**config.mk**
```make
export PLATFORM = sky130hd
export DESIGN_NAME = data_mem_arbiter
export DESIGN_NICKNAME = d
export VERILOG_FILES = /design/src/rtl/dmem_arb_pkg.sv /design/src/rtl/rr_arbiter2.sv /design/src/rtl/data_mem_arbiter.sv
export SDC_FILE = /design/constraint.sdc
export NUM_CORES = 1
export LEC_CHECK = 0
export BUFFER_PORTS_ARGS = -buffer_cell sky130_fd_sc_hd__buf_2
export CAP_MARGIN = 40
export CELL_PAD_IN_SITES_DETAIL_PLACEMENT = 0
export CELL_PAD_IN_SITES_GLOBAL_PLACEMENT = 1
export CORE_AREA = 2 2 123 125
export DETAILED_ROUTE_END_ITERATION = 16
export DIE_AREA = 0 0 125 127
export GPL_TIMING_DRIVEN = 0
export PLACE_DENSITY = 0.92
export SLEW_MARGIN = 20
export SYNTH_ARGS = -nofsm -noshare
export SYNTH_HDL_FRONTEND = slang
export SYNTH_SLANG_ARGS = --single-unit
```
**constraint.sdc**
```tcl
create_clock -name clk -period 3.4 [get_ports clk]
set_clock_uncertainty 0.05 [all_clocks]
set_input_delay 0 -clock clk [delete_from_list [all_inputs] [get_ports clk]]
set_output_delay 0 -clock clk [all_outputs]
set_load 0.02 [all_outputs]
```
**src/rtl/dmem_arb_pkg.sv**
```systemverilog
`default_nettype none
// ============================================================================
// dmem_arb_pkg : shared types and constants for the data-memory arbiter
// Rev 1.0
// ============================================================================
package dmem_arb_pkg;

  localparam int c_num_ports     = 2;
  localparam int c_depth_default = 512;

  typedef enum logic [1:0] {
    IDLE  = 2'd0,
    ISSUE = 2'd1,
    RESP  = 2'd2
  } state_t;

endpackage
`default_nettype wire

```
**src/rtl/rr_arbiter2.sv**
```systemverilog
`default_nettype none
// ============================================================================
// rr_arbiter2 : 2-way round-robin grant with a last-grant pointer
// Rev 1.0
// ============================================================================
module rr_arbiter2
  import dmem_arb_pkg::*;
(
  input  logic                   clk,
  input  logic                   rst_n,
  input  logic                   i_en,
  input  logic [c_num_ports-1:0] i_req,
  output logic [c_num_ports-1:0] o_gnt
);

  // Pointer holds the most recent winner; reset to port 1 so port 0 wins first.
  logic r_last;

  always_comb begin
    o_gnt = 2'b00;
    if (i_en) begin
      case (i_req)
        2'b01:   o_gnt = 2'b01;
        2'b10:   o_gnt = 2'b10;
        2'b11:   o_gnt = r_last ? 2'b01 : 2'b10;
        default: o_gnt = 2'b00;
      endcase
    end
  end

  always_ff @(posedge clk or negedge rst_n) begin
    if (!rst_n) begin
      r_last <= 1'b1;
    end else if (o_gnt != 2'b00) begin
      r_last <= o_gnt[1];
    end
  end

endmodule
`default_nettype wire

```
**src/rtl/data_mem_arbiter.sv**
```systemverilog
`default_nettype none
// ============================================================================
// data_mem_arbiter : two requesters sharing one data memory, 3-cycle transactions
// Rev 1.0
// ============================================================================
module data_mem_arbiter
  import dmem_arb_pkg::*;
#(
  parameter int WIDTH = 32,
  parameter int DEPTH = c_depth_default
) (
  input  logic             clk,
  input  logic             rst_n,
  input  logic             m0_req,
  input  logic             m0_we,
  input  logic [WIDTH-1:0] m0_addr,
  input  logic [WIDTH-1:0] m0_wdata,
  output logic             m0_gnt,
  output logic             m0_rvalid,
  output logic [WIDTH-1:0] m0_rdata,
  output logic             m0_err,
  input  logic             m1_req,
  input  logic             m1_we,
  input  logic [WIDTH-1:0] m1_addr,
  input  logic [WIDTH-1:0] m1_wdata,
  output logic             m1_gnt,
  output logic             m1_rvalid,
  output logic [WIDTH-1:0] m1_rdata,
  output logic             m1_err,
  output logic             mem_trig,
  output logic             mem_read,
  output logic             mem_write,
  output logic [WIDTH-1:0] mem_addr,
  output logic [WIDTH-1:0] mem_wdata,
  input  logic [WIDTH-1:0] mem_rdata
);

  localparam logic [WIDTH:0] c_depth = (WIDTH+1)'(DEPTH);

  state_t                   r_state, w_next;
  logic [c_num_ports-1:0]   w_req, w_gnt;
  logic                     w_en;
  logic                     w_sel_we, w_sel_oob;
  logic [WIDTH-1:0]         w_sel_addr, w_sel_wdata, w_resp_data;
  logic                     r_port, r_we, r_oob;
  logic [WIDTH-1:0]         r_addr, r_wdata;

  // Grants are gated by rst_n so every output reads 0 while reset is held.
  assign w_req = {m1_req, m0_req};
  assign w_en  = (r_state == IDLE) && rst_n;

  rr_arbiter2 u_rr (
    .clk   (clk),
    .rst_n (rst_n),
    .i_en  (w_en),
    .i_req (w_req),
    .o_gnt (w_gnt)
  );

  assign w_sel_we    = w_gnt[1] ? m1_we    : m0_we;
  assign w_sel_addr  = w_gnt[1] ? m1_addr  : m0_addr;
  assign w_sel_wdata = w_gnt[1] ? m1_wdata : m0_wdata;
  assign w_sel_oob   = {1'b0, w_sel_addr} >= c_depth;

  always_ff @(posedge clk or negedge rst_n) begin
    if (!rst_n) begin
      r_port  <= 1'b0;
      r_we    <= 1'b0;
      r_oob   <= 1'b0;
      r_addr  <= '0;
      r_wdata <= '0;
    end else if (w_gnt != 2'b00) begin
      r_port  <= w_gnt[1];
      r_we    <= w_sel_we;
      r_oob   <= w_sel_oob;
      r_addr  <= w_sel_addr;
      r_wdata <= w_sel_wdata;
    end
  end

  always_ff @(posedge clk or negedge rst_n) begin
    if (!rst_n) begin
      r_state <= IDLE;
    end else begin
      r_state <= w_next;
    end
  end

  always_comb begin
    w_next = r_state;
    case (r_state)
      IDLE:    if (w_gnt != 2'b00) w_next = ISSUE;
      ISSUE:   w_next = RESP;
      RESP:    w_next = IDLE;
      default: w_next = IDLE;
    endcase
  end

  // Writes and out-of-range accesses complete with zero data.
  assign w_resp_data = (r_we || r_oob) ? '0 : mem_rdata;

  always_comb begin
    m0_gnt    = w_gnt[0];
    m1_gnt    = w_gnt[1];
    m0_rvalid = 1'b0;
    m1_rvalid = 1'b0;
    m0_err    = 1'b0;
    m1_err    = 1'b0;
    m0_rdata  = '0;
    m1_rdata  = '0;
    mem_trig  = 1'b0;
    mem_read  = 1'b0;
    mem_write = 1'b0;
    mem_addr  = '0;
    mem_wdata = '0;
    case (r_state)
      ISSUE: begin
        if (!r_oob) begin
          mem_trig  = 1'b1;
          mem_read  = ~r_we;
          mem_write = r_we;
          mem_addr  = r_addr;
          mem_wdata = r_wdata;
        end
      end
      RESP: begin
        if (r_port) begin
          m1_rvalid = 1'b1;
          m1_err    = r_oob;
          m1_rdata  = w_resp_data;
        end else begin
          m0_rvalid = 1'b1;
          m0_err    = r_oob;
          m0_rdata  = w_resp_data;
        end
      end
      default: ;
    endcase
  end

endmodule
`default_nettype wire

```
==> impl_metrics.tcl <==
set metrics [dict create \
    syn_inst 546 \
    dp_hpwl_mm 13.6 \
    setup_tns_ns 0 \
    pre_cts_slack_ns 0.931 \
    syn_nets 712 \
    yosys_warnings 0 \
    critPathKind "input pin to register" \
    critPathLaunchType "input pin" \
    ant_nets 0 \
    core_area_um2 14400 \
    clockBufferDepth 2 \
    mostFrequentLayoutCells "buf_2, nand2_1, dlygate4sd3_1, dfrtp_1" \
    ys_ff_latch 70 \
    cts-root-buf "clkbuf_16" \
    dr.pass1.iters 5 \
    syn_avg_cell_area_um2 7.56 \
    grt_overflow_total 0 \
    ys_seq_area_share_pct 42.5 \
    portBuffers 302 \
    viasPerCell 4.87 \
    fmax_mhz 332 \
    stdcell_area_um2 7510 \
    max_cap_violations 0 \
    hold_viol 0 \
    grt_pass1_wl_mm 30.5 \
    tightest_slew_ns 0.648 \
    drt_iter0_drc 303 \
    slew_headroom_pct 56.6 \
    peakVddDrop_mv 0.279 \
    wl_mm 19.2 \
    clk_pin_slew_worst_paths_ns 0.05 \
    row_count 44 \
    status "completed" \
    path_max_fanout 40 \
    grt_pass1_vias 6107 \
    setup_ws_ns 0.388 \
    power_mw 3.97 \
    grt_max_degree 41 \
    final_common_cell "buf_2" \
    final_max_slew_viol_count 0 \
    drive_gt1_share_pct 33.6 \
    placed_area_um2 5900 \
    drcViolationCount 0 \
    track_usage_pct 24.0 \
    critPathRequiredTime_ns 3.60 \
    clock-sinks 70 \
    htreeDepth 3 \
    p_per_area_nw_per_um2 529 \
    final_nets 1161 \
    synthDistinctLibCells 25 \
    die_x_um 125 \
    clk_latency_ns 0.32 \
    fin_crit_sh_pct 88.6 \
    synth_area_um2 4130 \
    start_util_pct 28.6 \
    cp-end-kind "register" \
    min_path_cells 5 \
    area_growth_pct 81.8 \
    num_vias 5754 \
    critPathArrivalTime_ns 3.22 \
    hp-class "input pin to register" \
    cts_setup_buffers 0 \
    cts_tree "done" \
    reg2regPathDepth 8 \
    setup_violations 0 \
    io_pins 303 \
    wl_per_cell_um 16.3 \
    die-area_um2 15900 \
    cts_buffers 9 \
    antenna_found_initial 0 \
    leakagePower_nw 4.22 \
    die_h_um 127 \
    fin_crit_ns 3.01 \
    rsz0062_at_grt "no" \
    place_congestion 0.894 \
]
critical path, stage by stage:
cell	delay (ns)
dlygate4sd3_1	0.58
buf_6	0.37
buf_12	0.25
nor3b_2	0.26
nand3_2	0.23
inv_2	0.15
buf_4	0.21
buf_2	0.30
nand2_1	0.09
a31oi_1	0.16
dlygate4sd3_1	0.57
state kept, by name, summed over array words and instances (netlist names):
register     flops
r_addr          32
r_wdata         32
r_state          2
r_oob            1
r_port           1
r_we             1
u_rr.r_last      1
kinds of logic after synthesis:
logic type	count (synthesis)	synth area share, %
DFF	70	42.5
AOI/OAI and AO/OA	67	10.2
and+or+nand+nor	359	42.3
buffers and inverters	50	5.03
path summary, 6_finish.rpt:
path | from | end | slack (ns)
worst min register to register | u_rr.r_last | u_rr.r_last | 0.42
worst min-delay path | m1_addr[14] | r_oob | 0.12
worst max-delay path | rst_n | r_wdata[2] | 0.39
worst max register to register | r_state[1] | r_wdata[2] | 0.92
min in group asynchronous | rst_n | r_addr[14] | 0.16
max in group asynchronous | rst_n | u_rr.r_last | 2.55
metal layers:
layer / GRT usage [%] / vias up / share of wire, %
li1: - / 2730 / -
met1: 27.2 / 2667 / 38
met2: 42.7 / 293 / 51
met3: 5.32 / 64 / 7.0
met4: 11.8 / 0 / 4.1
met5: 0 / - / 0
area by class of cell:
class	count	area, um^2
multi-input combinational	426	2170
timing repair buffer	438	2880
clock buffer	11	253
tap	184	230
clock inverter	2	10.0
buffer	48	200
fill	1385	6920
inverter	2	7.51
sequential	70	1750
antenna	1	2.50
where the power goes:
part | total (mW) | switching [mW] | internal [mW] | leakage [nW]
sequential | 1.46 | 0.206 | 1.25 | 0.811
combinational | 1.66 | 0.694 | 0.963 | 3.28
clock | 0.857 | 0.339 | 0.518 | 0.133
total | 3.97 | 1.24 | 2.73 | 4.22
synth_stat cells:
library cell | n | area (um^2)
buf_4 | 1 | 7.51
a31oi_1 | 65 | 407
nand2b_1 | 1 | 6.26
nand3_2 | 1 | 10.0
nor3b_2 | 1 | 12.5
nor2_1 | 67 | 251
nand4_1 | 2 | 12.5
and2b_1 | 2 | 15.0
nor2b_1 | 1 | 6.26
o22ai_1 | 1 | 6.26
clkbuf_1 | 34 | 128
nor4_1 | 10 | 62.6
and2_1 | 67 | 419
nor3_1 | 2 | 10.0
nor3b_1 | 1 | 7.51
and3b_1 | 1 | 8.76
dfrtp_1 | 69 | 1730
nand2_1 | 136 | 510
nand3_1 | 3 | 15.0
a211oi_1 | 1 | 7.51
inv_2 | 1 | 3.75
buf_2 | 13 | 65.1
and3_1 | 64 | 400
inv_1 | 1 | 3.75
dfstp_2 | 1 | 26.3
repair_timing:
item | 4_1_cts | 5_1_grt
setup endpoints to repair | 0 | 15
hold buffers | 134 | 0
endpoints found under the hold margin | 105 | 0
gates resized for setup | 0 | 1
per-stage QoR:
| stage | hold WS (ns) | utilization (%) | std cells |
|---|---|---|---|
| finish | 0.117 | 52.1 | 1182 |
| global route | 0.153 | 52.0 | 1181 |
| CTS | 0.0830 | 52.0 | 1181 |
| detailed placement | -0.0191 | 40.9 | 1034 |
| global placement | 0.204 | 40.7 | 1032 |
| floorplan | -0.346 | - | 546 |
No activity file was read; power rests on OpenSTA's default activity.
